`src/rtl/accessor_pkg.sv`:
```
// Shared types for the memory-access stage: executor/accessor result bundles,
// FSM state encodings and byte-lane write-strobe base masks.
package accessor_pkg;

    typedef enum logic [1:0] {
        SZ_BYTE = 2'd0,
        SZ_HALF = 2'd1,
        SZ_WORD = 2'd2
    } mem_size_e;

    typedef struct packed {
        logic [4:0]  rd;
        logic [31:0] rd_data;
        logic [31:0] mem_addr;
        logic [31:0] mem_data;
        logic        load;
        logic        store;
        mem_size_e   size;
        logic        load_unsigned;
    } executor_output;

    typedef struct packed {
        logic [4:0]  rd;
        logic [31:0] rd_data;
        logic        misaligned;
    } accessor_output;

    typedef enum logic [1:0] {
        ST_IDLE = 2'd0,
        ST_REQ  = 2'd1,
        ST_DONE = 2'd2
    } accessor_state_e;

    localparam logic [3:0] WSTRB_BYTE = 4'b0001;
    localparam logic [3:0] WSTRB_HALF = 4'b0011;
    localparam logic [3:0] WSTRB_WORD = 4'b1111;

    function automatic logic is_misaligned(input mem_size_e size, input logic [1:0] off);
        case (size)
            SZ_HALF: return off[0];
            SZ_WORD: return off != 2'b00;
            default: return 1'b0;
        endcase
    endfunction

endpackage

```
`src/rtl/accessor_load_extend.sv`:
```
// Combinational load lane selection and sign/zero extension of a 32-bit read word.
module load_extend
    import accessor_pkg::*;
(
    input  logic [31:0] rdata_i,
    input  logic [1:0]  offset_i,
    input  logic [1:0]  size_i,
    input  logic        unsigned_i,
    output logic [31:0] data_o
);

    logic [7:0]  byte_v;
    logic [15:0] half_v;

    always_comb begin
        byte_v = rdata_i[{offset_i, 3'b000} +: 8];
        half_v = rdata_i[{offset_i[1], 4'b0000} +: 16];
        case (mem_size_e'(size_i))
            SZ_BYTE: data_o = {{24{byte_v[7] & ~unsigned_i}}, byte_v};
            SZ_HALF: data_o = {{16{half_v[15] & ~unsigned_i}}, half_v};
            default: data_o = rdata_i;
        endcase
    end

endmodule

```
`src/rtl/accessor.sv`:
```
// Memory-access pipeline stage: issues one request/response per load/store,
// encodes store lanes, extends load data and hands results to writeback.
module accessor
    import accessor_pkg::*;
#(
    parameter bit CHECK_ALIGN = 1'b1
) (
    input  logic           clk,
    input  logic           reset,
    input  logic           executor_valid,
    output logic           accessor_ready,
    output logic           accessor_valid,
    input  logic           writeback_ready,
    input  executor_output in,
    output accessor_output out,
    output logic           mem_valid,
    input  logic           mem_ready,
    output logic [31:0]    mem_addr,
    output logic [31:0]    mem_wdata,
    output logic [3:0]     mem_wstrb,
    input  logic [31:0]    mem_rdata
);

    accessor_state_e state_q, state_d;
    accessor_output  out_q, out_d;
    logic [31:0]     addr_q, addr_d;
    logic [31:0]     wdata_q, wdata_d;
    logic [3:0]      wstrb_q, wstrb_d;
    logic            load_q, load_d;
    mem_size_e       size_q, size_d;
    logic            uns_q, uns_d;
    logic [1:0]      off_q, off_d;

    logic            accept;
    logic            mem_op;
    logic            mis;
    logic [1:0]      lane_off;
    logic [31:0]     ext_data;

    load_extend u_load_extend (
        .rdata_i    (mem_rdata),
        .offset_i   (off_q),
        .size_i     (size_q),
        .unsigned_i (uns_q),
        .data_o     (ext_data)
    );

    assign accessor_ready = (state_q == ST_IDLE) || ((state_q == ST_DONE) && writeback_ready);
    assign accept         = executor_valid && accessor_ready;
    assign accessor_valid = (state_q == ST_DONE);
    assign mem_valid      = (state_q == ST_REQ);
    assign mem_addr       = addr_q;
    assign mem_wdata      = wdata_q;
    assign mem_wstrb      = wstrb_q;
    assign out            = out_q;

    always_comb begin
        state_d  = state_q;
        out_d    = out_q;
        addr_d   = addr_q;
        wdata_d  = wdata_q;
        wstrb_d  = wstrb_q;
        load_d   = load_q;
        size_d   = size_q;
        uns_d    = uns_q;
        off_d    = off_q;
        mem_op   = in.load || in.store;
        mis      = CHECK_ALIGN && mem_op && is_misaligned(in.size, in.mem_addr[1:0]);

        // Half/word lanes ignore the low address bits that alignment would forbid.
        case (in.size)
            SZ_BYTE: lane_off = in.mem_addr[1:0];
            SZ_HALF: lane_off = {in.mem_addr[1], 1'b0};
            default: lane_off = 2'b00;
        endcase

        case (state_q)
            ST_REQ: begin
                if (mem_ready) begin
                    state_d       = ST_DONE;
                    out_d.rd_data = (load_q && (out_q.rd != 5'd0)) ? ext_data : 32'd0;
                end
            end
            ST_DONE: begin
                if (writeback_ready && !executor_valid) state_d = ST_IDLE;
            end
            default: ;
        endcase

        if (accept) begin
            out_d.rd         = in.rd;
            out_d.misaligned = mis;
            out_d.rd_data    = (!mem_op && (in.rd != 5'd0)) ? in.rd_data : 32'd0;
            load_d           = in.load;
            size_d           = in.size;
            uns_d            = in.load_unsigned;
            off_d            = lane_off;
            if (mem_op && !mis) begin
                state_d = ST_REQ;
                addr_d  = {in.mem_addr[31:2], 2'b00};
                wdata_d = 32'd0;
                wstrb_d = 4'b0000;
                if (in.store) begin
                    case (in.size)
                        SZ_BYTE: begin
                            wdata_d = {4{in.mem_data[7:0]}};
                            wstrb_d = WSTRB_BYTE << lane_off;
                        end
                        SZ_HALF: begin
                            wdata_d = {2{in.mem_data[15:0]}};
                            wstrb_d = WSTRB_HALF << lane_off;
                        end
                        default: begin
                            wdata_d = in.mem_data;
                            wstrb_d = WSTRB_WORD;
                        end
                    endcase
                end
            end else begin
                state_d = ST_DONE;
            end
        end
    end

    always_ff @(posedge clk or negedge reset) begin
        if (!reset) begin
            state_q <= ST_IDLE;
            out_q   <= '0;
            addr_q  <= '0;
            wdata_q <= '0;
            wstrb_q <= '0;
            load_q  <= 1'b0;
            size_q  <= SZ_BYTE;
            uns_q   <= 1'b0;
            off_q   <= 2'b00;
        end else begin
            state_q <= state_d;
            out_q   <= out_d;
            addr_q  <= addr_d;
            wdata_q <= wdata_d;
            wstrb_q <= wstrb_d;
            load_q  <= load_d;
            size_q  <= size_d;
            uns_q   <= uns_d;
            off_q   <= off_d;
        end
    end

endmodule
```
`config.mk`:
```
export PLATFORM = sky130hd
export DESIGN_NAME = accessor
export DESIGN_NICKNAME = d
export VERILOG_FILES = /design/src/rtl/accessor_pkg.sv /design/src/rtl/accessor_load_extend.sv /design/src/rtl/accessor.sv
export SDC_FILE = /design/constraint.sdc
export NUM_CORES = 1
export LEC_CHECK = 0
export CORE_MARGIN = 2
export CORE_UTILIZATION = 45
export CTS_CLUSTER_DIAMETER = 100
export DETAILED_ROUTE_END_ITERATION = 10
export GPL_TIMING_DRIVEN = 0
export PLACE_DENSITY = 0.87
export SKIP_LAST_GASP = 1
export SYNTH_ARGS = -nofsm -noshare
export SYNTH_HDL_FRONTEND = slang
export SYNTH_SLANG_ARGS = --single-unit
```
`constraint.sdc`:
```
create_clock -name clk -period 3.29 [get_ports clk]
set_input_delay 0.658 -clock clk [delete_from_list [all_inputs] [get_ports clk]]
set_output_delay 0.658 -clock clk [all_outputs]
set_load 0.05 [all_outputs]
```
==> out/qor.csv <==
stage;metric;value;unit
status;status;completed;
routing;metal1 wirelength;7213;um
place;port bufs;249;
synth;synthesized instance count;538;
clocking;postcts setup bufs;0;
power_and_ir_drop;PwrDens;1083;nW/um^2
clocking;Max clock buf depth;2;
routing;wire length on met2;9338;um
sta;Fin Hold WS;361.6;ps
routing;DRT iter0 DRCs;566;
floorplan;total core area;12010;um^2
sta;Final min period;2993;ps
final_layout;final core occ;71.15;%
floorplan;# rows;40;
worst_setup_path;CP arrival;2330;ps
synth;post-synthesis adder-cell area fraction;1.354;%
final_layout;Inserted Diodes;0;
synth;Syn Area/Cell;10.31;um^2
floorplan;die width;115.0;um
clocking;Skew-Pair Late Insertion Delay;360;ps
global_routing;global-route wire length before repair;29750;um
floorplan;Die Ht;115.0;um
routing;DRT Pass-1 Iters;5;
floorplan;Initial Util;46.17;%
worst_setup_path;CP max FO;5;
routing;DRC viols;0;
synth;ys flop type;dfrtp_1;
worst_setup_path;capture point of the worst reg-to-reg path;out[28];
sta;max_slew headroom;20.09;%
power_and_ir_drop;peak supply drop;685.8;uV
worst_setup_path;Crit. End Element;output port;
final_layout;Final #Nets;949;
routing;total wire length;19160;um
min_path;worst hold path type;input port to async pin;
global_routing;largest net degree at the start of global routing;59;
place;DP HPWL;14430;um
sta;clock skew;7.389;ps
job;max_cap viols;0;
sta;Final Max Slew Viols;0;
synth;main combinational cell family by area after synthesis;compound AO/OA/AOI/OAI gates;
final_layout;share of cells above drive strength 1;10.19;%
place;GPL Wtd Cong;0.9067;
sta;unrepaired setup endpoints after global routing;false;
clocking;H-tree levels;3;
global_routing;GRT Util Overall;28.91;%
synth;fraction of registers with async set/reset;100.0;%
routing;routed length per placed instance;20.12;um
sta;Final period util;90.96;%
global_routing;global route total overflow;0;
worst_setup_path;startpoint types;input port;
synth;Post-Synth XOR/XNOR Area;0;%
clocking;Clk Tree Root Cell;clkbuf_16;
synth;simple-gate share of the synthesized area;10.13;%
sta;Max Freq;334.2;MHz
routing;Post-DRT Antenna Nets;0;
power_and_ir_drop;total power;9.251;mW
synth;mux cell area share after synthesis;11.55;%
synth;post-synthesis compound-gate area fraction;22.04;%
final_layout;Area growth syn-to-layout;54.11;%
synth;Synth Register Bits;112;
sta;actual slew at the worst max-slew pin;1191;ps
routing;vias post-DR;5629;
global_routing;vias in the first global route;5720;
clocking;Hold-fix buffers, CTS;0;
clocking;clk sinks;112;
sta;final setup violating endpoints;0;
global_routing;initial antenna violation count;1;
worst_setup_path;reg2reg start;state_q[0];
routing;met3 WL post-DR;2077;um
sta;Final Hold Viols;0;
worst_setup_path;WP data required;2630;ps
worst_setup_path;r2r setup slk;670;ps
clocking;post-cts resize count;0;
worst_setup_path;R2R depth;7;
synth;synth unique cells;43;
clocking;CTS tree;done;
floorplan;I/O pin total;252;
floorplan;Die ar.;13230;um^2
worst_setup_path;crit path from;writeback_ready;
routing;Vias/cell;5.913;
routing;uppermost layer routed;met4;
synth;number of flops mapped to enable cells by yosys;0;
worst_setup_path;WS Path Type;input port to output port;
synth;register area share after synthesis;50.54;%
synth;Synth Cell Area;5545;um^2
synth;Yosys warning total;0;
worst_setup_path;worst setup path end;accessor_ready;
clocking;Reg clk slew, reported paths;70;ps
power_and_ir_drop;Leak Pwr;3.454;nW
clocking;Num CTS Buffers;9;
[placed cells by master, fill, tap and decap left out, types with 9 or more instances in the layout]
master / instances
clkdlybuf4s50_1: 248
o21ai_0: 82
dfrtp_1: 112
mux2_2: 48
nor2_1: 25
clkbuf_16: 9
nand3_1: 15
nand2_1: 43
a22o_1: 9
inv_1: 9
o211ai_1: 15
a21oi_1: 20
nor2b_1: 19
a32oi_1: 11
clkbuf_1: 33
o31ai_1: 16
[critical path, stage by stage]
cell	delay, ps
clkdlybuf4s50_1	430
a21oi_1	330
inv_1	170
clkdlybuf4s50_1	740
[layout make-up]
class                           instances  area [um^2]
Buffer                                 47        201.4
Tap cell                              147        183.9
Multi-Input combinational cell        370         2507
Clock inverter                          3        25.02
Fill cell                             898         3466
Clock buffer                           13        270.3
Timing Repair Buffer                  250         2517
Sequential cell                       112         2803
Inverter                               10        37.54
[worst min-delay path by stage]
stage | cells after the start | startpoint | to | slack [ps]
floorplan | 0 | reset | load_q | 360
global placement | 1 | mem_addr[24] | mem_addr[24] | 470
detailed placement | 1 | mem_addr[24] | mem_addr[24] | 480
CTS | 1 | reset | state_q[0] | 390
global route | 1 | reset | state_q[1] | 410
finish | 1 | reset | state_q[0] | 360
[stage by stage]
stage / std cells / setup TNS, ps / instance area, um^2 / setup slack, ps
2_1_floorplan: 539 / 0 / 5549 / 820.2
3_3_place_gp: 935 / -292840 / 8225 / -2623
3_5_place_dp: 936 / -0.5294 / 8250 / -0.5123
4_1_cts: 952 / 0 / 8546 / 297.4
5_1_grt: 952 / 0 / 8546 / 175.4
6_report: 952 / 0 / 8546 / 297.4
[synth_stat cells (all sizes together) (2+ instances only)]
library cell	number	area [um^2]
nand2	43	161.4
inv	10	37.53
o31ai	16	120.1
buf	14	76.32
nor2b	19	118.9
a21o	2	15.01
nor4	8	50.05
a221o	8	80.08
o22ai	2	18.77
o211ai	15	112.6
or2	3	18.77
dfrtp	112	2803
o21ai	82	410.4
a22o	9	78.83
a21oi	20	100.1
nand2b	2	12.51
a221oi	8	70.07
clkbuf	33	125.1
a32oi	11	96.34
nand3	15	75.07
a222oi	8	80.08
nor2	25	93.84
mux2	54	608.1
and2	2	12.51
ha	6	75.07
[report_power, final]
group / internal, mW / switching [mW]
Clock: 0.580 / 0.509
Sequential: 2.05 / 0.402
Combinational: 1.98 / 3.73
Total: 4.61 / 4.64
[routing by layer]
metal,GRT usage [%],vias to the layer above
li1,-,2503
met1,35.11,2732
met2,48.43,349
met3,8.751,45
met4,11.33,0
met5,0,-
[kinds of logic (layout without fill, tap and decap cells)]
group | count (synthesis) | after routing
adder cells (fa/ha/maj) | 6 | 6
AO/OA/AOI/OAI | 186 | 186
multiplexers | 56 | 56
other | 1 | 2
flip-flops | 112 | 112
buffers and inverters | 57 | 323
AND/OR/NAND/NOR | 120 | 120
[registers in the layout, indices dropped and copies added, names as in the netlist]
name / count
mem_addr: 30
load_q: 1
size_q: 2
uns_q: 1
off_q: 2
out: 38
state_q: 2
mem_wstrb: 4
mem_wdata: 32
No activity file was read; power rests on OpenSTA's default activity.
==> patch (config.mk and constraints unchanged) <==
Set the parameter `CHECK_ALIGN` to 1'b0 (it was 1'b1).
--- a/src/rtl/accessor.sv
+++ b/src/rtl/accessor.sv
@@ -5,3 +5,3 @@
 #(
-    parameter bit CHECK_ALIGN = 1'b1
+    parameter bit CHECK_ALIGN = 1'b0
 ) (
Behaviour: not the same (Yosys sat finds a counterexample within 4 cycles, from zero or initial values and one cycle with reset low).
==> patch against the unedited design <==
Design area is 2.8% lower; sequential cell count is 1 lower; clock skew hardly changed; setup slack worse by 0.079 ns; sequential power is 2% lower; routed wire length is 3.0% lower; synthesized area is 3.9% lower; die area is 3.8% lower; total power is 4.3% lower; utilization is 1.3 points higher; critical endpoint unchanged.
==> patch: results (changes against the unedited design) <==
Arr. time, crit path = 2.41 ns (+0.08 ns)
status = complete, no violations
register area share after synthesis = 52.1% (+1.6 points)
GR Util All Layers = 28.6% (-0.32 points)
root buffer cell = clkbuf_16
Leakage Power = 3.46 nW (+0.31%)
Commonest cells post-synth = dfrtp_1 (111), nand2_1 (76), mux2_2 (47), o21ai_0 (47), clkbuf_1 (28)
share of cells above drive strength 1 = 11.0% (+0.78 points)
number of flip-flops in the largest register = 37 (-2.6%)
largest net degree at the start of global routing = 60 (+1.7%)
1st-iter DRT viols = 433 (-23%)
r2r endpoint = out[11]$_DFFE_PN0P_
reg-to-reg setup timing slack = 0.52 ns (-0.15 ns)
placer congestion estimate = 0.915 (+0.86%)
Synth cell types = 44 (+2.3%)
Slew @ Worst Pin = 1.27 ns (+0.0827 ns)
WHS = 0.396 ns (+0.0349 ns)
first-pass GRT wire length = 28.4 mm (-4.4%)
vias in the first global route = 5340 (-6.6%)
initial antenna violation count = 0 (-1)
Via density = 5.78 (-2.3%)
Nets = 907 (-4.4%)
Clock Skew = 0.00775 ns (+0.000360 ns)
placed instance area = 8010 sq um (-2.9%)
worst-path fanout max = 6 (+1)
Max VDD drop = 0.807 mV (+18%)
port bufs = 247 (-0.80%)
DP Wirelength = 14.3 mm (-1.1%)
fillers = 836 (-6.9%)
Post-Route WL = 18.6 mm (-3.0%)
[patch: cell count changes after synthesis, sizes merged, moves of 8 or more]
cell and delta:
nand2 +33, nor2b -16, o21ai -33, a2111oi +8, o31ai -16, a221oi -8, mux2i +22
[patch: logic make-up after synthesis]
family                   Yosys count  share of synthesized area, %
AND/OR/NAND/NOR                  131                          10.6
adder cells (fa/ha/maj)            3                         0.704
other                              1                        0.0704
multiplexers                      71                          14.7
buffers and inverters             48                          3.90
AO/OA/AOI/OAI                    135                          18.0
flip-flops                       111                          52.1
[patch: cell type report]
type | instances | area [sq um] | area share (%)
clock buffers | 10 | 239 | 2.88
plain buffers | 41 | 181 | 2.18
repair buffers | 248 | 2500 | 30.1
well taps | 143 | 179 | 2.15
clock inverters | 6 | 52.6 | 0.633
inverters | 7 | 26.3 | 0.316
multi-input cells | 343 | 2350 | 28.3
flip-flops and latches | 111 | 2780 | 33.4
[patch: power breakdown]
part	leakage, nW	switching, W	internal [W]
sequential	1.41	0.000399	0.00200
clock	0.138	0.000532	0.000548
combinational	1.92	0.00350	0.00187
total	3.46	0.00444	0.00442
[patch: metrics by stage]
stage / power [W] / setup slack (ns) / cells
floorplan: 0.00583 / 0.881 / 502
global placement: 0.00762 / -2.60 / 892
detailed placement: 0.00777 / 0.0835 / 893
CTS: 0.00887 / 0.175 / 909
global route: 0.00923 / 0.118 / 909
finish: 0.00886 / 0.218 / 909
[patch: layer usage]
| metal | track usage (%) | share of wire (%) |
|---|---|---|
| met1 | 33.7 | 37 |
| met2 | 50.1 | 50 |
| met3 | 7.28 | 10 |
| met4 | 11.4 | 2.9 |
| met5 | 0 | 0 |
